===== config.mk =====
export PLATFORM = sky130hd
export DESIGN_NAME = sys_tx_queue
export DESIGN_NICKNAME = d
export VERILOG_FILES = /design/src/rtl/sys_tx_queue_pkg.sv /design/src/rtl/sys_tx_queue_fifo_core.sv /design/src/rtl/sys_tx_queue.sv
export SDC_FILE = /design/constraint.sdc
export NUM_CORES = 1
export LEC_CHECK = 0
export BUFFER_PORTS_ARGS = -buffer_cell sky130_fd_sc_hd__buf_4
export CAP_MARGIN = 40
export CORE_UTILIZATION = 55
export CTS_CLUSTER_SIZE = 16
export DETAILED_ROUTE_END_ITERATION = 8
export GPL_TIMING_DRIVEN = 1
export PLACE_DENSITY = 0.84
export SLEW_MARGIN = 0
export SYNTH_ARGS = -nofsm -noshare
export SYNTH_HDL_FRONTEND = slang
export SYNTH_SLANG_ARGS = --single-unit

===== constraint.sdc =====
create_clock -name CLK -period 3.85 [get_ports CLK]
set_input_delay 0.385 -clock CLK [delete_from_list [all_inputs] [get_ports CLK]]
set_output_delay 0.385 -clock CLK [all_outputs]
set_load 0.01 [all_outputs]

===== src/rtl/sys_tx_queue_pkg.sv =====
// Shared definitions for the TX byte queue: sequencer state encoding and
// default sizing constants.
package sys_tx_queue_pkg;

  localparam int unsigned DATA_WIDTH_DEF   = 8;
  localparam int unsigned DEPTH_DEF        = 8;
  localparam int unsigned BUSY_TIMEOUT_DEF = 32;

  typedef enum logic [1:0] {
    ST_IDLE      = 2'b00,
    ST_LAUNCH    = 2'b01,
    ST_WAIT_BUSY = 2'b10,
    ST_WAIT_DONE = 2'b11
  } tx_state_e;

endpackage


===== src/rtl/sys_tx_queue_fifo_core.sv =====
// sync_fifo_core: single-clock register-array FIFO with extended pointers.
// One extra pointer bit distinguishes full from empty when the indexes match.
module sync_fifo_core
  import sys_tx_queue_pkg::*;
#(
  parameter int unsigned DATA_WIDTH = DATA_WIDTH_DEF,
  parameter int unsigned DEPTH      = DEPTH_DEF,
  parameter int unsigned ADDR_W     = $clog2(DEPTH)
) (
  input  logic                  clk_i,
  input  logic                  rst_i,
  input  logic                  wr_en_i,
  input  logic [DATA_WIDTH-1:0] wr_data_i,
  input  logic                  rd_en_i,
  output logic [DATA_WIDTH-1:0] rd_data_o,
  output logic                  full_o,
  output logic                  empty_o,
  output logic [ADDR_W:0]       level_o
);

  localparam int unsigned PTR_W = ADDR_W + 1;

  logic [DATA_WIDTH-1:0] mem_q [DEPTH];
  logic [PTR_W-1:0]      wr_ptr_q, wr_ptr_d;
  logic [PTR_W-1:0]      rd_ptr_q, rd_ptr_d;
  logic                  wr_acc;
  logic                  rd_acc;

  // Status is derived purely from the registered pointers.
  assign empty_o = (wr_ptr_q == rd_ptr_q);
  assign full_o  = (wr_ptr_q[ADDR_W-1:0] == rd_ptr_q[ADDR_W-1:0]) &&
                   (wr_ptr_q[ADDR_W] != rd_ptr_q[ADDR_W]);
  assign level_o = wr_ptr_q - rd_ptr_q;

  assign wr_acc    = wr_en_i && !full_o;
  assign rd_acc    = rd_en_i && !empty_o;
  assign rd_data_o = mem_q[rd_ptr_q[ADDR_W-1:0]];

  // Pointer advance for accepted writes and pops.
  always_comb begin
    wr_ptr_d = wr_ptr_q + PTR_W'(wr_acc);
    rd_ptr_d = rd_ptr_q + PTR_W'(rd_acc);
  end

  // Pointer registers.
  always_ff @(posedge clk_i or posedge rst_i) begin
    if (rst_i) begin
      wr_ptr_q <= '0;
      rd_ptr_q <= '0;
    end else begin
      wr_ptr_q <= wr_ptr_d;
      rd_ptr_q <= rd_ptr_d;
    end
  end

  // Storage array; contents are don't-care until written.
  always_ff @(posedge clk_i) begin
    if (wr_acc) begin
      mem_q[wr_ptr_q[ADDR_W-1:0]] <= wr_data_i;
    end
  end

endmodule


===== src/rtl/sys_tx_queue.sv =====
// sys_tx_queue: byte queue plus transmit sequencer. Launches one byte per
// UART frame, waiting for the busy flag to rise and fall between bytes, and
// flags a launch whose busy flag never rose.
// Optional build macro SYS_TX_QUEUE_DROP_CNT_EN adds a saturating DROP_CNT
// output counting writes dropped while full.
module sys_tx_queue
  import sys_tx_queue_pkg::*;
#(
  parameter int unsigned DATA_WIDTH   = DATA_WIDTH_DEF,
  parameter int unsigned DEPTH        = DEPTH_DEF,
  parameter int unsigned ADDR_W       = $clog2(DEPTH),
  parameter int unsigned BUSY_TIMEOUT = BUSY_TIMEOUT_DEF
) (
  input  logic                  CLK,
  input  logic                  RST,
  input  logic [DATA_WIDTH-1:0] WR_DATA,
  input  logic                  WR_EN,
  output logic                  FULL,
  output logic                  EMPTY,
  output logic [ADDR_W:0]       LEVEL,
  output logic [DATA_WIDTH-1:0] TX_DATA,
  output logic                  TX_VLD,
  input  logic                  TX_BUSY,
  output logic                  TIMEOUT
`ifdef SYS_TX_QUEUE_DROP_CNT_EN
  ,
  output logic [7:0]            DROP_CNT
`endif
);

  localparam int unsigned      CNT_W    = $clog2(BUSY_TIMEOUT);
  localparam logic [CNT_W-1:0] CNT_LAST = CNT_W'(BUSY_TIMEOUT - 1);

  tx_state_e             state_q, state_d;
  logic [CNT_W-1:0]      cnt_q, cnt_d, cnt_inc;
  logic [DATA_WIDTH-1:0] tx_data_q, tx_data_d;
  logic                  tx_vld_q, tx_vld_d;
  logic                  timeout_q, timeout_d;

  logic                  fifo_full;
  logic                  fifo_empty;
  logic                  fifo_pop;
  logic [DATA_WIDTH-1:0] fifo_rd_data;
  logic [ADDR_W:0]       fifo_level;

  // The head byte leaves the queue during the launch cycle.
  assign fifo_pop = (state_q == ST_LAUNCH);
  assign cnt_inc  = cnt_q + CNT_W'(1);

  sync_fifo_core #(
    .DATA_WIDTH (DATA_WIDTH),
    .DEPTH      (DEPTH),
    .ADDR_W     (ADDR_W)
  ) u_fifo (
    .clk_i     (CLK),
    .rst_i     (RST),
    .wr_en_i   (WR_EN),
    .wr_data_i (WR_DATA),
    .rd_en_i   (fifo_pop),
    .rd_data_o (fifo_rd_data),
    .full_o    (fifo_full),
    .empty_o   (fifo_empty),
    .level_o   (fifo_level)
  );

  assign FULL    = fifo_full;
  assign EMPTY   = fifo_empty;
  assign LEVEL   = fifo_level;
  assign TX_DATA = tx_data_q;
  assign TX_VLD  = tx_vld_q;
  assign TIMEOUT = timeout_q;

  // Sequencer state register.
  always_ff @(posedge CLK or posedge RST) begin
    if (RST) begin
      state_q <= ST_IDLE;
    end else begin
      state_q <= state_d;
    end
  end

  // Next-state: launch only onto an idle transmitter, then track rise/fall.
  always_comb begin
    state_d = state_q;
    case (state_q)
      ST_IDLE: begin
        if (!fifo_empty && !TX_BUSY) state_d = ST_LAUNCH;
      end
      ST_LAUNCH: begin
        state_d = ST_WAIT_BUSY;
      end
      ST_WAIT_BUSY: begin
        if (TX_BUSY) begin
          state_d = ST_WAIT_DONE;
        end else if (cnt_inc == CNT_LAST) begin
          state_d = ST_IDLE;
        end
      end
      ST_WAIT_DONE: begin
        if (!TX_BUSY) state_d = ST_IDLE;
      end
      default: state_d = ST_IDLE;
    endcase
  end

  // Output/next-value logic for the registered outputs and busy-wait counter.
  always_comb begin
    cnt_d     = cnt_q;
    tx_data_d = tx_data_q;
    tx_vld_d  = 1'b0;
    timeout_d = 1'b0;
    if (state_d == ST_LAUNCH) begin
      tx_vld_d  = 1'b1;
      tx_data_d = fifo_rd_data;
    end
    case (state_q)
      ST_LAUNCH: cnt_d = '0;
      ST_WAIT_BUSY: begin
        cnt_d = cnt_inc;
        if (!TX_BUSY && (cnt_inc == CNT_LAST)) timeout_d = 1'b1;
      end
      default: ;
    endcase
  end

  // Registered outputs and counter.
  always_ff @(posedge CLK or posedge RST) begin
    if (RST) begin
      cnt_q     <= '0;
      tx_data_q <= '0;
      tx_vld_q  <= 1'b0;
      timeout_q <= 1'b0;
    end else begin
      cnt_q     <= cnt_d;
      tx_data_q <= tx_data_d;
      tx_vld_q  <= tx_vld_d;
      timeout_q <= timeout_d;
    end
  end

`ifdef SYS_TX_QUEUE_DROP_CNT_EN
  logic [7:0] drop_cnt_q, drop_cnt_d;

  // Saturating count of writes refused because the queue was full.
  always_comb begin
    drop_cnt_d = drop_cnt_q;
    if (WR_EN && fifo_full && (drop_cnt_q != 8'hFF)) begin
      drop_cnt_d = drop_cnt_q + 8'd1;
    end
  end

  // Drop counter register; cleared only by reset.
  always_ff @(posedge CLK or posedge RST) begin
    if (RST) begin
      drop_cnt_q <= '0;
    end else begin
      drop_cnt_q <= drop_cnt_d;
    end
  end

  assign DROP_CNT = drop_cnt_q;
`endif

endmodule


# After elaboration in Yosys (flattened, before gate mapping)
# Memory sizes are Yosys's and may differ from the RTL's. A register that Yosys moved wholly into a read port is not among the register bits.
# Index checks and enable logic that the tools add are counted.
# op_classes
addsub	4
n_eq_ne	8
mux	11
n_reduce_logical	10
# op_table
op	count
case mux 5 bit (2 select lines)	1
adder 4 x 1 -> 4 bit	2
2-to-1 mux 2 bit	4
case mux 2 bit (4 select lines)	1
adder 5 x 1 -> 5 bit (second input constant)	1
equality test 5 bit (second input constant)	1
logical AND 1 bit	5
2-to-1 mux 1 bit	5
equality test 2 x 1 -> 1 bit (second input constant)	2
equality test 2 bit (second input constant)	2
equality test 4 bit	1
subtractor 4 bit	1
equality test 3 bit	1
logical NOT 1 bit	3
logical NOT 2 bit	1
nonzero test 2 bit	1
!= test 1 bit	1
# word_totals
reg_bits	17
ramBits	64
in_bits	12
output_inout_bits	16
memories	1
# memory_table
name	depth	width	rd	rd_clocked_by_memory_dff	wr	line	text
u_fifo.mem_q	8	8	1	1	1	sys_tx_queue_fifo_core.sv:23	logic [DATA_WIDTH-1:0] mem_q [DEPTH];

# Depth between registers and ports, before layout
# Gate-level depths: netlist (run 1).
# logic_depth
depth_word	7
depth_mapped	10
ltp_nobuf	8

# Cells and area by module
# From an unflattened synthesis (run 1), not the netlist that was laid out.
# unflattened
cells_unflattened	240
area_unflattened_um2	3822.4
# by_module_without_submodules
module	instances	cells_per_inst	area_each_um2
sync_fifo_core	1	163	2965.3
sys_tx_queue	1	77	857.1

# Least setup slack after synthesis (run 1)
# No wires, ideal clock.
# synth_path
kind	register to register
from	register u_fifo.rd_ptr_q[1]
to	memory u_fifo.mem_q[1][0] (netlist name), enable pin
setup_ps	383
t_arrival_ps	2477
required_ps	3467
path_slack_ps	990
path_stages_with_launch	10
path_buffers	2
period_less_slack_ps	2860
path_cell_list	dfrtp_1 -> clkbuf_1 -> clkbuf_1 -> inv_1 -> ha_1 -> nand3_1 -> nor2b_1 -> nor2b_1 -> nand2_1 -> nor3_1
# synth_between
elab_chain_len	6
# synth_rtl
element	line	text
from (decl)	sys_tx_queue_fifo_core.sv:25	logic [PTR_W-1:0] rd_ptr_q, rd_ptr_d;
from (signal assigned)	sys_tx_queue_fifo_core.sv:52	rd_ptr_q <= rd_ptr_d;
equality test 3 bit	sys_tx_queue_fifo_core.sv:31	assign full_o = (wr_ptr_q[ADDR_W-1:0] == rd_ptr_q[ADDR_W-1:0]) &&
logical AND 1 bit	sys_tx_queue_fifo_core.sv:31	
named net FULL	sys_tx_queue.sv:18	output logic FULL,
logical NOT 1 bit	sys_tx_queue_fifo_core.sv:35	assign wr_acc = wr_en_i && !full_o;
logical AND 1 bit	sys_tx_queue_fifo_core.sv:35	
2-to-1 mux 1 bit	sys_tx_queue_fifo_core.sv:58	if (wr_acc) begin
2-to-1 mux 1 bit (implied by the code)	sys_tx_queue_fifo_core.sv:59	mem_q[wr_ptr_q[ADDR_W-1:0]] <= wr_data_i;
to (decl)	sys_tx_queue_fifo_core.sv:23	
# The timed path passes the listed nets, and every way through them passes these cells.

# Worst setup path after layout (run 1)
# layout_path
from	register u_fifo.rd_ptr_q[1]
to	memory u_fifo.mem_q[5][1] (netlist name), enable pin
# layout_between
elab_chain_len	6
# layout_rtl
element	line
equality test 3 bit	sys_tx_queue_fifo_core.sv:31
logical AND 1 bit	sys_tx_queue_fifo_core.sv:31
logical NOT 1 bit	sys_tx_queue_fifo_core.sv:35
logical AND 1 bit	sys_tx_queue_fifo_core.sv:35
2-to-1 mux 1 bit	sys_tx_queue_fifo_core.sv:58
2-to-1 mux 1 bit (implied by the code)	sys_tx_queue_fifo_core.sv:59
# Every way passes these cells.

==> results.py, run 1 <==
metrics = {
    "floorplan": {
        "num_rows": 29,
        "die_area_mm2": 0.007173,
        "start_util_pct": 58.23,
        "die_width_um": 84.70,
        "core_area_mm2": 0.006459,
        "pin_count": 28,
        "dieHeight_um": 84.70,
    },
    "worst_setup_path": {
        "start_kind": "register",
        "cp_cell_sequence": "inv_1 > ha_1 > nand3_1 > nor2b_1 > nor2b_1 > nand2_1 > nor2_1",
        "slowest_delay_ns": 0.87,
        "crit_arrival_ns": 2.87,
        "cp_common_cell": "nor2b_1",
        "cp_slowest_cell": "dfrtp_1",
        "critical_path_class": "reg -> reg",
        "critPathMaxFanout": 19,
        "end_kind": "register",
        "crit_required_ns": 3.85,
    },
    "sta": {
        "slew_headroom_pct": 46.98,
        "finClkSkew_ns": 0.008495,
        "timing.final.crit_share_pct": 74.73,
        "max_freq_ghz": 0.3476,
        "slew_viol_final": 0,
        "final.min_clock_period_ns": 2.877,
        "hold_violations": 0,
        "rsz0062_at_grt": "false",
        "setup_violations": 0,
        "finalSetupTns_ns": 0,
        "worstMarginPinSlew_ns": 0.7953,
    },
    "power": {
        "p_seq_share_pct": 42.5,
        "p_comb_share_pct": 40.8,
        "clock_power_share_pct": 16.7,
        "peakVddDrop_mv": 0.3681,
        "intPower_uw": 2176,
        "p_total_uw": 3377,
        "p_leak_uw": 0.001651,
        "powerDensity_mw_per_mm2": 794.5,
        "swShare_pct": 35.55,
        "p_sw_uw": 1200,
    },
    "route": {
        "wl_per_cell_um": 20.47,
        "dr.pass1.iters": 7,
        "ant_nets": 0,
        "vias": 2123,
        "wirelength_um": 7248,
        "viasPerCell": 5.997,
        "drc": 0,
        "drt_iter0_drc": 149,
    },
    "synthesis": {
        "ys_seq_area_share_pct": 67.73,
        "synth_warnings": 0,
        "ys_seq_elements": 89,
        "synth.distinct_cells": 32,
        "synth_top_family_by_area": "multiplexers",
        "syn_nets": 264,
        "netlist_area_mm2": 0.003761,
        "synth_compound_area_share_pct": 3.826,
        "synth.area.mux_share_pct": 12.28,
        "synth-simple-area-share_pct": 6.753,
        "syn_inst": 238,
        "synth_fa_ha_area_share_pct": 4.857,
        "avgSynthCellArea_um2": 15.80,
        "synth-xor-area-share_pct": 2.096,
    },
    "global_route": {
        "antenna_found_initial": 0,
        "grt-ovfl-total": 0,
        "grt_max_degree": 20,
        "grt_pass1_wl_um": 11320,
        "grt_use_total_pct": 22.13,
        "grt_pass1_vias": 2118,
    },
    "layout": {
        "antenna_cells": 0,
        "syn2layout_area_growth_pct": 13.01,
        "n_fill_cell": 455,
        "drive_above_1_share_pct": 26.35,
        "layout_common_cells": "edfxtp_1 (64), nand2_1 (34), buf_4 (30)",
        "layout.area.seq_mm2": 0.002547,
        "final_core_util_pct": 65.81,
        "finalNetCount": 298,
        "multi_input_area_mm2": 0.001121,
        "final_common_cell": "edfxtp_1",
    },
    "clocking": {
        "clk_pin_slew_ns": 0.08,
        "clock_path_buffers": 2,
        "ctsHoldBuffers": 1,
        "cts-resized-gates": 0,
        "cts.sinks": 89,
        "htreeDepth": 3,
        "cts_made_buffers": 9,
        "post_cts_buffers": 0,
        "cts_tree": "done",
        "clk-insertion-delay-late_ns": 0.36,
        "root_buffer": "clkbuf_8",
    },
    "status": {
        "status": "completed",
    },
    "min_path": {
        "min-delay-path-class": "in -> reg",
    },
    "placed_design": {
        "port_buffers": 27,
        "hpwl_um": 5299,
        "gp_congestion": 0.8512,
    },
    "job": {
        "drv_cap": 0,
    },
}
cells in the mapped netlist:
cell type / number / share of area, %
buf_1: 1 / 0.10
ha_1: 13 / 4.3
nand2b_1: 1 / 0.17
nand2_1: 34 / 3.4
xor2_1: 6 / 1.4
o21ai_0: 5 / 0.67
buf_4: 1 / 0.20
a21oi_1: 4 / 0.53
a211oi_2: 1 / 0.33
clkinv_1: 1 / 0.10
clkbuf_1: 5 / 0.50
inv_1: 13 / 1.3
o32a_2: 1 / 0.30
nor2b_1: 4 / 0.67
a311oi_1: 1 / 0.23
mux4_2: 16 / 9.6
o211a_1: 1 / 0.27
nor3_1: 2 / 0.27
o221ai_1: 1 / 0.23
nand3_1: 9 / 1.2
o22ai_1: 1 / 0.17
buf_2: 2 / 0.27
nor4_1: 1 / 0.17
fa_1: 1 / 0.53
o31ai_1: 1 / 0.20
nor2_1: 9 / 0.90
o311ai_4: 1 / 0.70
mux2_2: 9 / 2.7
a21o_1: 1 / 0.20
dfrtp_1: 25 / 17
edfxtp_1: 64 / 51
xnor2_1: 3 / 0.70
path summary, 6_finish.rpt:
| check | slack [ns] | endpoint | cells past startpoint | start |
|---|---|---|---|---|
| max in group asynchronous | 2.86 | cnt_q[1] | 4 | RST |
| worst min-delay path | 0.23 | TIMEOUT | 2 | TX_BUSY |
| worst min register to register | 0.50 | u_fifo.wr_ptr_q[3] | 1 | u_fifo.wr_ptr_q[3] |
| worst max register to register | 0.97 | u_fifo.mem_q[5][1] | 7 | u_fifo.rd_ptr_q[1] |
| min in group asynchronous | 0.57 | cnt_q[2] | 3 | RST |
| worst max-delay path | 0.97 | u_fifo.mem_q[5][1] | 7 | u_fifo.rd_ptr_q[1] |
power groups by stage:
stage	clock network, µW	registers, µW	logic, µW
after detailed placement	0	1450	1380
after CTS	578	1430	1390
final	565	1440	1380
after floorplan	0	1380	977
after global routing	611	1460	1500
after global placement	0	1440	1340
critical path, delay by kind of cell, from the launching register on:
family | cells | cell delay, ns
adder cells (fa/ha/maj) | 1 | 0.36
buffers and inverters | 1 | 0.15
AND/OR/NAND/NOR | 5 | 1.15
flip-flops | 1 | 0.87
sequential cells by signal, summed over array words and instances, names as in the netlist:
name and flops:
u_fifo.rd_ptr_q 4, TX_DATA 8, u_fifo.mem_q 64, state_q 2, cnt_q 5, TIMEOUT 1, u_fifo.wr_ptr_q 4, TX_VLD 1
metrics by stage:
stage / cells / worst slack (ns) / hold slack [ns] / cell area, µm²
floorplan: 238 / 0.9901 / 0.4123 / 3761
global placement: 336 / 1.165 / 0.4800 / 4043
detailed placement: 337 / 1.046 / 0.3940 / 4070
CTS: 354 / 1.026 / 0.2101 / 4250
global route: 354 / 0.7724 / 0.2243 / 4250
finish: 354 / 0.9729 / 0.2304 / 4250
logic make-up (layout without fill, tap and decap cells):
logic type                 count (synthesis)  in the layout
DFF                                       89             89
and+or+nand+nor                           60             60
muxes                                     25             25
buffers and inverters                     23             62
AOI/OAI and AO/OA                         18             18
adders and majority gates                 14             14
xor gates and xnor gates                   9              9
routing by layer:
metal / vias up / GRT usage (%) / wire length (µm) / share of wire, %
met5: - / 0 / 0 / 0
li1: 948 / - / - / -
met4: 0 / 11.40 / 214 / 3.0
met1: 1069 / 28.17 / 2929 / 40
met3: 19 / 6.096 / 481 / 6.6
met2: 87 / 35.18 / 3623 / 50
final cells by class:
| type | instances | share of cell area (%) |
|---|---|---|
| clock inverter | 6 | 1.001 |
| clock buffer | 10 | 3.003 |
| multi-input combinational | 126 | 26.38 |
| timing repair buffer | 32 | 6.182 |
| sequential | 89 | 59.94 |
| inverter | 14 | 1.236 |
| tap | 77 | 2.267 |
Power figures use the tool's default switching activity.
==> run 2: changes to the inputs <==
==> constraint.sdc (replaced) <==
create_clock -name CLK -period 2.84 [get_ports CLK]
set_input_delay 0.284 -clock CLK [delete_from_list [all_inputs] [get_ports CLK]]
set_output_delay 0.284 -clock CLK [all_outputs]
set_load 0.01 [all_outputs]
==> results.py, run 2 (synthesis gave the netlist of run 1 again) <==
metrics = {
    "global_route": {
        "grt_pass1_wl_um": 11070,
        "use_met2_pct": 35.62,
        "met3_usage_pct": 6.490,
        "grt_max_degree": 19,
        "grt-ovfl-total": 0,
        "grt_use_total_pct": 21.74,
        "grt_pass1_vias": 2127,
        "grt_use_met1_pct": 28.04,
        "top_usage_layer": "met2",
        "antenna_found_initial": 0,
    },
    "route": {
        "wirelength_um": 6901,
        "ant_nets": 0,
        "drc": 0,
        "vias": 2087,
        "viasPerCell": 5.734,
        "dr.pass1.iters": 9,
        "wl_per_cell_um": 18.96,
        "drt_iter0_drc": 101,
    },
    "sta": {
        "rsz0062_at_grt": "false",
        "slew_headroom_pct": 66.11,
        "hold_violations": 0,
        "finClkSkew_ns": 0.009247,
        "finalSetupTns_ns": 0,
        "timing.final.crit_share_pct": 81.36,
        "setup_violations": 0,
        "final.min_clock_period_ns": 2.311,
        "worstMarginPinSlew_ns": 0.5072,
        "slew_viol_final": 0,
        "max_freq_ghz": 0.4328,
    },
    "clocking": {
        "cts.sinks": 89,
        "htreeDepth": 3,
        "clk-insertion-delay-late_ns": 0.35,
        "root_buffer": "clkbuf_8",
        "cts_tree": "done",
        "post_cts_buffers": 0,
        "cts_made_buffers": 9,
        "clk_pin_slew_ns": 0.08,
        "clock_path_buffers": 2,
    },
    "worst_setup_path": {
        "r2r_end": "TX_DATA[7]",
        "crit_required_ns": 3.07,
        "crit_arrival_ns": 2.54,
        "critPathMaxFanout": 9,
        "cp_cell_sequence": "ha_1 > xor2_1 > nand3_1 > o211a_1 > o311ai_4 > mux2_2",
        "ff2ff_path_depth": 6,
        "end_kind": "register",
        "reg2reg_from": "cnt_q[1]",
        "critPathCapture": "TX_DATA[7]",
        "slowest_delay_ns": 0.50,
        "start_kind": "register",
        "worstSetupStartpoint": "cnt_q[1]",
        "rrSetupSlack_ns": 0.53,
        "critical_path_class": "reg -> reg",
        "cp_slowest_cell": "o311ai_4",
    },
    "layout": {
        "antenna_cells": 0,
        "layout.cells.non_filler": 364,
        "largest_reg_flops": 64,
        "finalNetCount": 308,
        "layout_common_cells": "edfxtp_1 (64), buf_4 (40), nand2_1 (34)",
        "finalInstanceArea_mm2": 0.004377,
        "drive_above_1_share_pct": 29.27,
        "syn2layout_area_growth_pct": 16.37,
        "final_common_cell": "edfxtp_1",
    },
    "power": {
        "p_total_uw": 4787,
        "powerDensity_mw_per_mm2": 1094,
        "peakVddDrop_mv": 0.4888,
        "p_leak_uw": 0.001723,
    },
    "placed_design": {
        "gp_congestion": 0.8442,
        "hpwl_um": 4801,
        "dp_cells": 347,
        "port_buffers": 27,
        "dpl_cell_area_mm2": 0.004155,
    },
    "floorplan": {
        "num_rows": 29,
        "pin_count": 28,
        "core_area_mm2": 0.006459,
        "die_area_mm2": 0.007173,
        "dieHeight_um": 84.70,
        "start_util_pct": 58.23,
        "die_width_um": 84.70,
    },
    "min_path": {
        "min-delay-path-class": "in -> reg",
    },
    "job": {
        "drv_cap": 0,
    },
    "status": {
        "status": "completed",
    },
}
==> run 2: how the worst min path moves through the flow <==
stage                             startpoint                 end  cells after the start
after detailed placement                 RST          TX_DATA[4]                      2
final                                TX_BUSY             TIMEOUT                      2
after floorplan                          RST             TIMEOUT                      1
after global placement    u_fifo.rd_ptr_q[3]  u_fifo.rd_ptr_q[3]                      1
after global routing                 TX_BUSY             TIMEOUT                      2
after CTS                            TX_BUSY             TIMEOUT                      2
==> run 2: power by group <==
group / leakage, µW / switching (µW) / internal, µW / total (µW)
Combinational: 0.000732 / 1030 / 966 / 1990
Clock: 0.000101 / 418 / 500 / 918
Sequential: 0.000890 / 174 / 1700 / 1880
Total: 0.00172 / 1620 / 3170 / 4790
==> run 2: worst max-delay path: cells and delay by family, from the launching register on <==
family                     cells  cell delay [ns]
AOI/OAI and AO/OA              2             0.76
xor gates and xnor gates       1             0.24
adders and majority gates      1             0.24
DFF                            1             0.42
muxes                          1             0.40
and+or+nand+nor                1             0.13
==> run 2: per-stage QoR <==
stage,setup WS [ns],hold WS [ns],util (%)
finish,0.5294,0.1418,67.76
global placement,0.6215,0.4811,63.91
floorplan,0.1933,0.3113,-
global route,0.3442,0.1244,67.76
detailed placement,0.5299,0.3345,64.34
CTS,0.5298,0.1290,67.76
==> run 2: per-layer routing <==
| layer | wire (µm) | vias up |
|---|---|---|
| met5 | 0 | - |
| met4 | 115 | 0 |
| met3 | 267 | 11 |
| met2 | 3558 | 46 |
| met1 | 2960 | 1066 |
| li1 | - | 964 |
==> run 2: cell type report <==
cell class	count	area [µm²]
multi-input cells	126	1131
flip-flops and latches	89	2547
repair buffers	42	337.8
clock buffers	12	135.1
fillers	449	2082
well taps	77	96.34
clock inverters	4	76.32
inverters	14	52.55
==> run 2: what timing repair did <==
item	CTS	global route
hold endpoints to repair	9	0
hold buffers	1	0
resized for setup	0	0
